## config.mk

```make
export PLATFORM = sky130hd
export DESIGN_NAME = spawn_scheduler
export DESIGN_NICKNAME = d
export VERILOG_FILES = /design/src/rtl/boxhead_pkg.sv /design/src/rtl/rr_arbiter.sv /design/src/rtl/spawn_scheduler.sv
export SDC_FILE = /design/constraint.sdc
export NUM_CORES = 1
export LEC_CHECK = 0
export ABC_AREA = 0
export BUFFER_PORTS_ARGS = -buffer_cell sky130_fd_sc_hd__buf_2
export CAP_MARGIN = 20
export CELL_PAD_IN_SITES_DETAIL_PLACEMENT = 1
export CELL_PAD_IN_SITES_GLOBAL_PLACEMENT = 1
export CORE_ASPECT_RATIO = 2
export CORE_MARGIN = 2
export CORE_UTILIZATION = 49
export DETAILED_ROUTE_END_ITERATION = 10
export PLACE_DENSITY_LB_ADDON = 0.1
export SLEW_MARGIN = 20
export SYNTH_ARGS = -nofsm -noshare
export SYNTH_HDL_FRONTEND = slang
export SYNTH_SLANG_ARGS = --single-unit
```

## constraint.sdc

```tcl
create_clock -name Clk -period 8.4 [get_ports Clk]
set_clock_uncertainty 0.2 [all_clocks]
set_input_delay 1.68 -clock Clk [delete_from_list [all_inputs] [get_ports Clk]]
set_output_delay 1.68 -clock Clk [all_outputs]
set_load 0.02 [all_outputs]
```

## src/rtl/boxhead_pkg.sv

```systemverilog
// ---------------------------------------------------------------------------
// boxhead_pkg
// Shared types and constants for the boxhead enemy spawn logic:
//   spawn_state_t  - spawn scheduler FSM state encoding
//   spawn_pt_t     - one (X,Y) spawn position, 9 bits per coordinate
//   SPAWN_PTS      - the four fixed spawn positions, indexed by sp_idx
//   LFSR_SEED/TAPS - 8-bit Fibonacci LFSR used when SPAWN_LFSR_EN is defined
// ---------------------------------------------------------------------------
package boxhead_pkg;

   typedef enum logic [1:0] {
      ST_IDLE,
      ST_COOLDOWN,
      ST_SELECT,
      ST_ISSUE
   } spawn_state_t;

   typedef struct packed {
      logic [8:0] x;
      logic [8:0] y;
   } spawn_pt_t;

   localparam int NUM_SPAWN_PTS = 4;

   // Screen corners inset by 16 pixels, in sp_idx order.
   localparam spawn_pt_t SPAWN_PTS [NUM_SPAWN_PTS] = '{
      '{x: 9'd16,  y: 9'd16},
      '{x: 9'd464, y: 9'd16},
      '{x: 9'd16,  y: 9'd224},
      '{x: 9'd464, y: 9'd224}
   };

   // Taps 8,6,5,4 expressed as bit positions 7,5,4,3.
   localparam logic [7:0] LFSR_SEED = 8'hA5;
   localparam logic [7:0] LFSR_TAPS = 8'b1011_1000;

   function automatic logic [7:0] lfsr_step(input logic [7:0] s);
      return {s[6:0], ^(s & LFSR_TAPS)};
   endfunction

endpackage

```

## src/rtl/rr_arbiter.sv

```systemverilog
// ---------------------------------------------------------------------------
// rr_arbiter
// Combinational round-robin picker: grants the first set request bit at or
// above ptr, searching upward and wrapping back to bit 0.
//   req   in  N      request bits
//   ptr   in  PW     search start position (0..N-1)
//   grant out N      one-hot grant, zero when no request is set
//   valid out 1      at least one request was set
// ---------------------------------------------------------------------------
module rr_arbiter #(
   parameter  int N  = 4,
   localparam int PW = $clog2(N)
) (
   input  logic [N-1:0]  req,
   input  logic [PW-1:0] ptr,
   output logic [N-1:0]  grant,
   output logic          valid
);

   logic [PW-1:0] idx;

   // NOTE: every output of a combinational block gets a default before any
   // conditional assignment, otherwise the unassigned paths infer latches.
   always_comb begin
      grant = '0;
      valid = 1'b0;
      idx   = '0;
      for (int k = 0; k < N; k++) begin
         idx = PW'((int'(ptr) + k) % N);
         if (!valid && req[idx]) begin
            grant[idx] = 1'b1;
            valid      = 1'b1;
         end
      end
   end

endmodule

```

## src/rtl/spawn_scheduler.sv

```systemverilog
// ---------------------------------------------------------------------------
// spawn_scheduler
// Shared, wave-aware enemy respawn sequencer. Counts game frames of cooldown,
// picks the next dead enemy round-robin and hands it a spawn position over a
// Spawn_Req/Spawn_Ack handshake. Also tracks kills and the current wave; the
// cooldown shrinks by 4 frames per wave down to MIN_COOLDOWN.
//
// Ports:
//   Clk, Reset_n                 clock, asynchronous active-low reset
//   game_frame_clk_rising_edge   one-cycle pulse per game frame
//   Game_Start                   run enable; low forces IDLE
//   Enemy_Alive [ENEMY_NUM]      alive flag per enemy
//   Spawn_Ack   [ENEMY_NUM]      per-enemy spawn acknowledge
//   Spawn_Req   [ENEMY_NUM]      one-hot spawn request (registered)
//   Spawn_X, Spawn_Y [9]         spawn position, valid while Spawn_Req != 0
//   Wave [4]                     current wave, saturating at 15
//   Kill_Count [8]               total kills modulo 256
//
// Build option: define SPAWN_LFSR_EN to pick spawn points from an LFSR that
// steps every frame; otherwise spawn points rotate on each accepted spawn.
// ---------------------------------------------------------------------------
module spawn_scheduler
   import boxhead_pkg::*;
#(
   parameter int ENEMY_NUM    = 4,
   parameter int RESPAWN_TIME = 40,
   parameter int MIN_COOLDOWN = 8,
   parameter int WAVE_KILLS   = 10
) (
   input  logic                 Clk,
   input  logic                 Reset_n,
   input  logic                 game_frame_clk_rising_edge,
   input  logic                 Game_Start,
   input  logic [ENEMY_NUM-1:0] Enemy_Alive,
   input  logic [ENEMY_NUM-1:0] Spawn_Ack,
   output logic [ENEMY_NUM-1:0] Spawn_Req,
   output logic [8:0]           Spawn_X,
   output logic [8:0]           Spawn_Y,
   output logic [3:0]           Wave,
   output logic [7:0]           Kill_Count
);

   localparam int         PW    = $clog2(ENEMY_NUM);
   localparam logic [9:0] RT10  = 10'(RESPAWN_TIME);
   localparam logic [9:0] MIN10 = 10'(MIN_COOLDOWN);
   localparam logic [7:0] WK8   = 8'(WAVE_KILLS);

   spawn_state_t         state, next_state;
   logic [9:0]           cnt;
   logic [PW-1:0]        rr_ptr;
   logic [1:0]           sp_idx;
   logic [ENEMY_NUM-1:0] alive_q;
   logic [ENEMY_NUM-1:0] deaths;
   logic [ENEMY_NUM-1:0] grant;
   logic                 grant_valid;
   logic [PW-1:0]        grant_idx;
   logic [PW-1:0]        rr_next;
   logic [3:0]           death_cnt;
   logic [9:0]           wave_x4;
   logic [9:0]           cd_base;
   logic [9:0]           cooldown;
   logic [7:0]           wave_kills;
   logic [7:0]           kills_sum;
   logic                 any_dead;
   logic                 ack_hit;
   logic                 frame;

   assign frame    = game_frame_clk_rising_edge;
   assign any_dead = |(~Enemy_Alive);
   // Only the granted bit can match, since Spawn_Req is one-hot in ISSUE.
   assign ack_hit  = (state == ST_ISSUE) && (|(Spawn_Ack & Spawn_Req));
   assign deaths   = alive_q & ~Enemy_Alive;

   rr_arbiter #(.N(ENEMY_NUM)) u_rr_arbiter (
      .req   (~Enemy_Alive),
      .ptr   (rr_ptr),
      .grant (grant),
      .valid (grant_valid)
   );

   always_comb begin
      grant_idx = '0;
      for (int i = 0; i < ENEMY_NUM; i++) begin
         if (grant[i]) grant_idx = PW'(i);
      end
      rr_next = (grant_idx == PW'(ENEMY_NUM - 1)) ? '0 : grant_idx + PW'(1);
   end

   always_comb begin
      death_cnt = '0;
      for (int i = 0; i < ENEMY_NUM; i++) begin
         death_cnt = death_cnt + 4'(deaths[i]);
      end
      kills_sum = wave_kills + {4'b0000, death_cnt};
   end

   // max(RESPAWN_TIME - 4*Wave, MIN_COOLDOWN) without letting the
   // subtraction wrap once 4*Wave passes the base time.
   always_comb begin
      wave_x4  = {4'b0000, Wave, 2'b00};
      cd_base  = (RT10 > wave_x4) ? (RT10 - wave_x4) : '0;
      cooldown = (cd_base > MIN10) ? cd_base : MIN10;
   end

   // -------------------------------------------------------------------------
   // FSM
   // -------------------------------------------------------------------------
   // NOTE: sequential state uses non-blocking (<=) so every flop samples the
   // pre-edge values of its neighbours, independent of block ordering.
   always_ff @(posedge Clk or negedge Reset_n) begin
      if (!Reset_n) state <= ST_IDLE;
      else          state <= next_state;
   end

   always_comb begin
      next_state = state;
      if (!Game_Start) begin
         next_state = ST_IDLE;
      end else begin
         unique case (state)
            ST_IDLE:     next_state = ST_COOLDOWN;
            ST_COOLDOWN: if (cnt == '0 && any_dead) next_state = ST_SELECT;
            // An enemy may have revived since COOLDOWN saw it dead.
            ST_SELECT:   next_state = grant_valid ? ST_ISSUE : ST_COOLDOWN;
            ST_ISSUE:    if (ack_hit) next_state = ST_COOLDOWN;
            default:     next_state = ST_IDLE;
         endcase
      end
   end

   // -------------------------------------------------------------------------
   // Cooldown counter, round-robin pointer and spawn request outputs
   // -------------------------------------------------------------------------
   always_ff @(posedge Clk or negedge Reset_n) begin
      if (!Reset_n) begin
         cnt       <= '0;
         rr_ptr    <= '0;
         Spawn_Req <= '0;
         Spawn_X   <= '0;
         Spawn_Y   <= '0;
      end else if (!Game_Start) begin
         cnt       <= cooldown;
         Spawn_Req <= '0;
      end else begin
         unique case (state)
            ST_IDLE: cnt <= cooldown;
            ST_COOLDOWN: begin
               if (frame && cnt != '0) cnt <= cnt - 10'd1;
            end
            ST_SELECT: begin
               if (grant_valid) begin
                  Spawn_Req <= grant;
                  Spawn_X   <= SPAWN_PTS[sp_idx].x;
                  Spawn_Y   <= SPAWN_PTS[sp_idx].y;
                  rr_ptr    <= rr_next;
               end
            end
            // A frame pulse in the ack cycle is ignored: reload takes priority.
            ST_ISSUE: begin
               if (ack_hit) begin
                  Spawn_Req <= '0;
                  cnt       <= cooldown;
               end
            end
            default: ;
         endcase
      end
   end

   // -------------------------------------------------------------------------
   // Spawn-point index
   // -------------------------------------------------------------------------
`ifdef SPAWN_LFSR_EN
   logic [7:0] lfsr;

   always_ff @(posedge Clk or negedge Reset_n) begin
      if (!Reset_n)   lfsr <= LFSR_SEED;
      else if (frame) lfsr <= lfsr_step(lfsr);
   end

   assign sp_idx = lfsr[1:0];
`else
   always_ff @(posedge Clk or negedge Reset_n) begin
      if (!Reset_n)                  sp_idx <= '0;
      else if (Game_Start && ack_hit) sp_idx <= sp_idx + 2'd1;
   end
`endif

   // -------------------------------------------------------------------------
   // Kill and wave tracking (runs regardless of Game_Start)
   // -------------------------------------------------------------------------
   always_ff @(posedge Clk or negedge Reset_n) begin
      if (!Reset_n) begin
         alive_q    <= '0;
         Kill_Count <= '0;
         wave_kills <= '0;
         Wave       <= '0;
      end else begin
         alive_q    <= Enemy_Alive;
         Kill_Count <= Kill_Count + {4'b0000, death_cnt};
         if (kills_sum >= WK8) begin
            wave_kills <= kills_sum - WK8;
            if (Wave != 4'hF) Wave <= Wave + 4'd1;
         end else begin
            wave_kills <= kills_sum;
         end
      end
   end

endmodule
```

==> impl_metrics.csv, run 1 <==
group,metric,value,unit
status,outcome,"complete, no violations",
yosys,synth-edff-count,0,
sta,rsz0062_at_grt,"false",
cts,cts_tree,"built",
yosys,synth-async-reset-ratio,100.0,%
cts,cts_max_path_buffers,2,
drt,drt_first_pass_iters,4,
cts,clockRootBuffer,"clkbuf_16",
drt,routed_wl,8327,microns
drt,drc,0,
global_routing,grt-ovfl-total,0,
setup_path,path_buf_inv,3,
yosys,synth_cell_types,68,
cts,numCtsBuffers,5,
die,die_area,7784,sq um
cts,clkTransAtPathRegs,0.07,ns
layout,n_antenna_cell,0,
placed_design,place_congestion,0.8601,
layout,multiInputGateArea,2049,sq um
layout,design_area,3764,sq um
drt,vias,2821,
yosys,yosysWarnings,0,
yosys,synth_largest_area_cell,"dfrtp_1",
setup_path,crit_family,"adder cells",
drt,viasPerCell,5.939,
cts,postCtsHoldBufs,0,
setup_path,cp-startpoint,"Enemy_Alive[0]",
sta,fmax,0.1856,GHz
sta,holdWs,0.2738,ns
power_and_ir_drop,power,0.001349,W
yosys,syn_inst,359,
drt,ant_nets,0,
global_routing,grt_usage,22.51,%
placed_design,placed_area,3617,sq um
setup_path,regToRegStartpoint,"alive_q[0]",
layout,num-fill-cells,847,
die,rows,43,
yosys,ys_ff_latch,48,
power_and_ir_drop,worst_ir_drop_vdd,0.1731,mV
worst_hold_path,hold_class,"flip-flop to flip-flop",
flow_run,drv_cap,0,
setup_path,crit_arrival,5.40,ns
yosys,syn_avg_cell_area,9.630,sq um
worst_hold_path,hold_path_startpoint,"Spawn_X[4]",
yosys,synthesis.area,3457,sq um
setup_path,path_common_cell,"ha_1",
sta,drv_slew,0,
layout,layout-drive-gt1-share,17.66,%
layout,final_nets,420,
die,core-area,6887,sq um
drt,wire_per_inst,17.53,microns
setup_path,crit_type,"primary input to flip-flop",
setup_path,cp.required,8.41,ns
cts,clock-sinks,48,
global_routing,antenna_found_initial,0,
cts,cts_setup_buffers,0,
sta,setup-tns-final,0,ns
cts,clk_latency,0.30,ns
global_routing,grt_pass1_wl,13880,microns
setup_path,cp-end-kind,"flip-flop",
die,die_y,122.8,microns
yosys,yosysMostFrequentCell,"dfrtp_1",
setup_path,critPathLaunchType,"primary input",
power_and_ir_drop,power_density,358.4,nW/um^2
yosys,synth_top_cells_by_count,"dfrtp_1, nand2_1, ha_1, a21oi_1, nor2_1",
layout,syn_to_final_growth,8.867,%
yosys,synth_top_area_share,34.74,%
sta,hold_viol_final,0,
yosys,synth_ff_type,"dfrtp_1",
die,io_pins,46,
setup_path,worstPathCellList,"buf_2 -> nand2b_1 -> fa_1 -> inv_1 -> ha_1 -> ha_1 -> inv_1 -> fa_1 -> xor3_2 -> ha_1 -> nor2b_1 -> mux2i_1 -> o311ai_0 -> a21oi_1 -> nor3b_1",
global_routing,grt_pass1_vias,2914,
die,start_util,50.20,%
yosys,netlist_top_cells_area,"dfrtp_1, ha_1, buf_4, a21oi_1, xnor2_1",
power_and_ir_drop,p_leak,1.745,nW
setup_path,critical_path.max_stage_delay,0.54,ns
placed_design,place_hpwl,6287,microns
sta,final.min_clock_period,5.388,ns
placed_design,portBuffers,35,
sta,tightest_slew,0.8625,ns
cts,cts-resized-gates,0,
setup_path,slowest_stage,"fa_1",
sta,setup_viol,0,
global_routing,grt_max_degree,49,
layout,seqCellArea,1201,sq um
cts,htree_levels,2,
setup_path,crit_path_max_fanout,8,
drt,drtIter0Drc,144,
sta,max-slew-margin-rel,41.97,%
die,die_width,63.40,microns
yosys,seq_area_frac_synth,34.74,%
sta,period_share,64.14,%
-- cell usage in the layout (no fill, tap or decap), types with 7 or more instances in the layout --
cell type,synthesis,layout
nor2b_1,7,7
ha_1,21,21
buf_2,2,35
dfrtp_1,48,48
nor2_1,20,20
a22o_1,10,10
mux2_2,7,7
inv_1,19,19
o21ai_0,9,9
nand2_1,24,24
xor2_1,7,7
nand3_1,11,11
nor3b_1,7,7
o22ai_1,9,9
conb_1,1,10
a21oi_1,20,20
xnor2_1,11,11
-- stage by stage --
stage | utilization (%) | instances | worst slack (ns)
2_1_floorplan | - | 368 | 3.278
3_3_place_gp | 52.53 | 467 | 2.843
3_5_place_dp | 52.53 | 467 | 2.701
4_1_cts | 54.65 | 475 | 3.003
5_1_grt | 54.65 | 475 | 2.678
6_report | 54.65 | 475 | 3.012
-- where the power goes --
| part | switching (W) | total (W) | internal [W] |
|---|---|---|---|
| Combinational | 0.000415 | 0.000728 | 0.000313 |
| Clock | 0.0000927 | 0.000204 | 0.000111 |
| Sequential | 0.000111 | 0.000417 | 0.000306 |
-- flip-flops by register name, indices dropped and copies added (netlist names), 4 cells and up --
signal      cells
Wave            4
Kill_Count      8
cnt            10
alive_q         4
Spawn_Req       4
wave_kills      8
-- final cells by class --
class,count,area share [%]
Inverter,19,1.895
Multi-Input combinational cell,274,54.45
Tap cell,90,2.992
Clock inverter,3,0.5652
Clock buffer,5,3.324
Sequential cell,48,31.91
Timing Repair Buffer,36,4.854
-- logic make-up (layout without fill, tap and decap cells) --
logic type                 Yosys count  count (layout)  share of synthesized area [%]
AOI/OAI and AO/OA                   93              93                          19.65
xor gates and xnor gates            20              20                          5.755
adders and majority gates           24              24                          9.338
buffers and inverters               46              63                          6.949
DFF                                 48              48                          34.74
muxes                               19              19                          7.057
other                                1              10                         0.1085
and+or+nand+nor                    108             108                          16.40
-- layer usage --
layer	vias up	part of all wire (%)	global-route usage [%]
li1	1331	-	-
met1	1434	36	22.98
met2	39	59	44.28
met3	17	2.0	2.750
met4	0	2.8	10.19
met5	-	0	0
-- path summary, 6_finish.rpt --
path | endpoint | slack (ns) | cells past startpoint
max | wave_kills[7] | 3.01 | 15
min | Spawn_X[4] | 0.27 | 1
max reg2reg | wave_kills[7] | 4.30 | 14
min reg2reg | Spawn_X[4] | 0.27 | 1
max in group asynchronous | wave_kills[7] | 6.28 | 2
min in group asynchronous | wave_kills[6] | 1.28 | 2
No activity file was read; power rests on OpenSTA's default activity.
==> inputs of run 2 (changes only) <==
--- a/config.mk
+++ b/config.mk
@@ -12,7 +12,7 @@
 export CELL_PAD_IN_SITES_GLOBAL_PLACEMENT = 1
 export CORE_ASPECT_RATIO = 2
 export CORE_MARGIN = 2
-export CORE_UTILIZATION = 49
+export CORE_UTILIZATION = 45
 export DETAILED_ROUTE_END_ITERATION = 10
 export PLACE_DENSITY_LB_ADDON = 0.1
 export SLEW_MARGIN = 20
==> constraint.sdc (replaced) <==
create_clock -name Clk -period 5.4 [get_ports Clk]
set_clock_uncertainty 0.2 [all_clocks]
set_input_delay 1.08 -clock Clk [delete_from_list [all_inputs] [get_ports Clk]]
set_output_delay 1.08 -clock Clk [all_outputs]
set_load 0.02 [all_outputs]
==> run 2 against run 1 <==
- first-iteration DRC count fell by 31%
- clock power increased by 58%
- critical path depth unchanged
- combinational power increased by 57%
- die area up 8.5%
- total power increased by 56%
- critical path type unchanged
- largest cell class unchanged
- highest routed layer unchanged
- worst setup slack lost 2.4 ns
- worst hold slack got worse by 0.0084 ns
==> impl_metrics.csv, run 2 (synthesized netlist as in run 1, its figures left out) <==
group,metric,value,unit
status,outcome,"complete, no violations",
placed_design,portBuffers,35,
cts,clk_latency,0.29,ns
layout,biggestRegsByFlops,"cnt x10, Kill_Count x8, wave_kills x8",
die,core-area,7545,sq um
layout,regMostFlops,"cnt",
cts,clockRootBuffer,"clkbuf_16",
power_and_ir_drop,worst_ir_drop_vdd,0.2322,mV
cts,numCtsBuffers,5,
power_and_ir_drop,p_clk_share,15.3,%
setup_path,crit_path_max_fanout,8,
sta,final.min_clock_period,4.757,ns
global_routing,grt_pass1_wl,14170,microns
drt,drt_first_pass_iters,4,
cts,clkTransAtPathRegs,0.07,ns
drt,vias,2768,
global_routing,grt_max_degree,49,
power_and_ir_drop,comb_power_share,54.0,%
worst_hold_path,hold_class,"flip-flop to flip-flop",
layout,syn_to_final_growth,9.084,%
layout,largest_reg_flops,10,
drt,wire_per_inst,17.70,microns
power_and_ir_drop,seq_power_share,30.7,%
sta,period_share,88.09,%
drt,viasPerCell,5.779,
setup_path,worstPathCellList,"buf_2 -> nand2b_1 -> fa_1 -> inv_1 -> ha_1 -> ha_1 -> inv_1 -> fa_1 -> xor3_2 -> ha_1 -> nor2b_1 -> mux2i_1 -> o311ai_0 -> a21oi_1 -> nor3b_1",
global_routing,grt_pass1_vias,3006,
placed_design,placed_area,3622,sq um
die,rows,45,
cts,cts_max_path_buffers,2,
global_routing,grt_usage,21.88,%
placed_design,place_hpwl,6432,microns
setup_path,slowest_stage,"fa_1",
setup_path,critical_path.max_stage_delay,0.55,ns
layout,n_antenna_cell,0,
drt,drc,0,
drt,routed_wl,8477,microns
setup_path,crit_arrival,4.77,ns
layout,layout-drive-gt1-share,17.66,%
die,die_area,8442,sq um
power_and_ir_drop,sw_frac_of_total,45.49,%
layout,final_cell_mix,"dfrtp_1, buf_2, nand2_1",
sta,fmax,0.2102,GHz
die,die_y,128.0,microns
global_routing,grt-ovfl-total,0,
sta,max-slew-margin-rel,30.80,%
power_and_ir_drop,p_switching,0.0009584,W
setup_path,path_buf_inv,3,
layout,final_common_cell,"dfrtp_1",
layout,num-fill-cells,919,
sta,hold_viol_final,0,
setup_path,crit_type,"primary input to flip-flop",
cts,cts-resized-gates,0,
cts,clock-sinks,48,
cts,postCtsHoldBufs,0,
setup_path,crit_family,"adder cells",
power_and_ir_drop,p_leak,1.751,nW
sta,rsz0062_at_grt,"false",
cts,cts_tree,"built",
die,start_util,45.82,%
die,die_width,65.98,microns
layout,final_util,49.98,%
layout,design_area,3771,sq um
setup_path,path_common_cell,"ha_1",
die,io_pins,46,
sta,setup-tns-final,0,ns
cts,htree_levels,2,
setup_path,cp.required,5.41,ns
power_and_ir_drop,power_density,558.7,nW/um^2
drt,drtIter0Drc,100,
cts,cts_setup_buffers,0,
placed_design,place_congestion,0.8220,
power_and_ir_drop,p_int,0.001148,W
sta,tightest_slew,1.029,ns
drt,ant_nets,0,
layout,final_nets,420,
flow_run,drv_cap,0,
setup_path,critPathLaunchType,"primary input",
sta,setup_viol,0,
setup_path,cp-end-kind,"flip-flop",
sta,drv_slew,0,
global_routing,antenna_found_initial,0,
==> run 2: worst paths after layout <==
kind / from / to / slack [ns] / cells after the start
min in group asynchronous: Reset_n / wave_kills[6] / 0.69 / 2
max in group asynchronous: Reset_n / Spawn_Req[0] / 3.89 / 2
setup / recovery: Enemy_Alive[0] / wave_kills[7] / 0.64 / 15
setup reg to reg: alive_q[0] / wave_kills[7] / 1.34 / 14
hold / removal: Spawn_X[4] / Spawn_X[4] / 0.27 / 1
hold reg to reg: Spawn_X[4] / Spawn_X[4] / 0.27 / 1
==> run 2: cell type report <==
cell class / instances / area [sq um] / share of cell area [%]
Timing Repair Buffer: 36 / 182.7 / 4.844
Clock buffer: 6 / 138.9 / 3.683
Inverter: 19 / 71.32 / 1.891
Sequential cell: 48 / 1201 / 31.85
Clock inverter: 2 / 10.01 / 0.2654
Multi-Input combinational cell: 274 / 2049 / 54.35
Tap cell: 94 / 117.6 / 3.119
==> run 2: power groups by stage <==
stage / sequential [W] / combinational (W) / clock [W]
finish: 0.000647 / 0.00114 / 0.000322
global route: 0.000672 / 0.00127 / 0.000338
CTS: 0.000650 / 0.00115 / 0.000329
detailed placement: 0.000655 / 0.00114 / 0
global placement: 0.000651 / 0.00111 / 0
floorplan: 0.000633 / 0.000869 / 0
==> run 2: routing by layer <==
metal | share of wire [%] | global-route usage (%) | wire (microns) | up-vias
li1 | - | - | - | 1326
met2 | 60 | 42.96 | 5065 | 31
met1 | 35 | 21.59 | 3007 | 1397
met5 | 0 | 0 | 0 | -
met3 | 1.8 | 2.897 | 155 | 14
met4 | 2.9 | 9.844 | 248 | 0
==> run 2: worst register-to-register path, cell delays in order (launching register included) <==
cell and delay, ns:
dfrtp_1 0.32, nand2b_1 0.08, fa_1 0.55, inv_1 0.05, ha_1 0.21, ha_1 0.36
inv_1 0.08, fa_1 0.46, xor3_2 0.33, ha_1 0.37, nor2b_1 0.17, mux2i_1 0.08
o311ai_0 0.41, a21oi_1 0.13, nor3b_1 0.19
==> run 2: metrics by stage <==
step / setup slack (ns) / total power (W) / hold WS, ns / std cells
floorplan: 0.8776 / 0.001502 / 0.2580 / 368
global placement: 0.3883 / 0.001764 / 0.2449 / 471
detailed placement: 0.3275 / 0.001791 / 0.2522 / 471
finish: 0.6429 / 0.002107 / 0.2654 / 479
global route: 0.3092 / 0.002285 / 0.3091 / 479
CTS: 0.6075 / 0.002127 / 0.2701 / 479
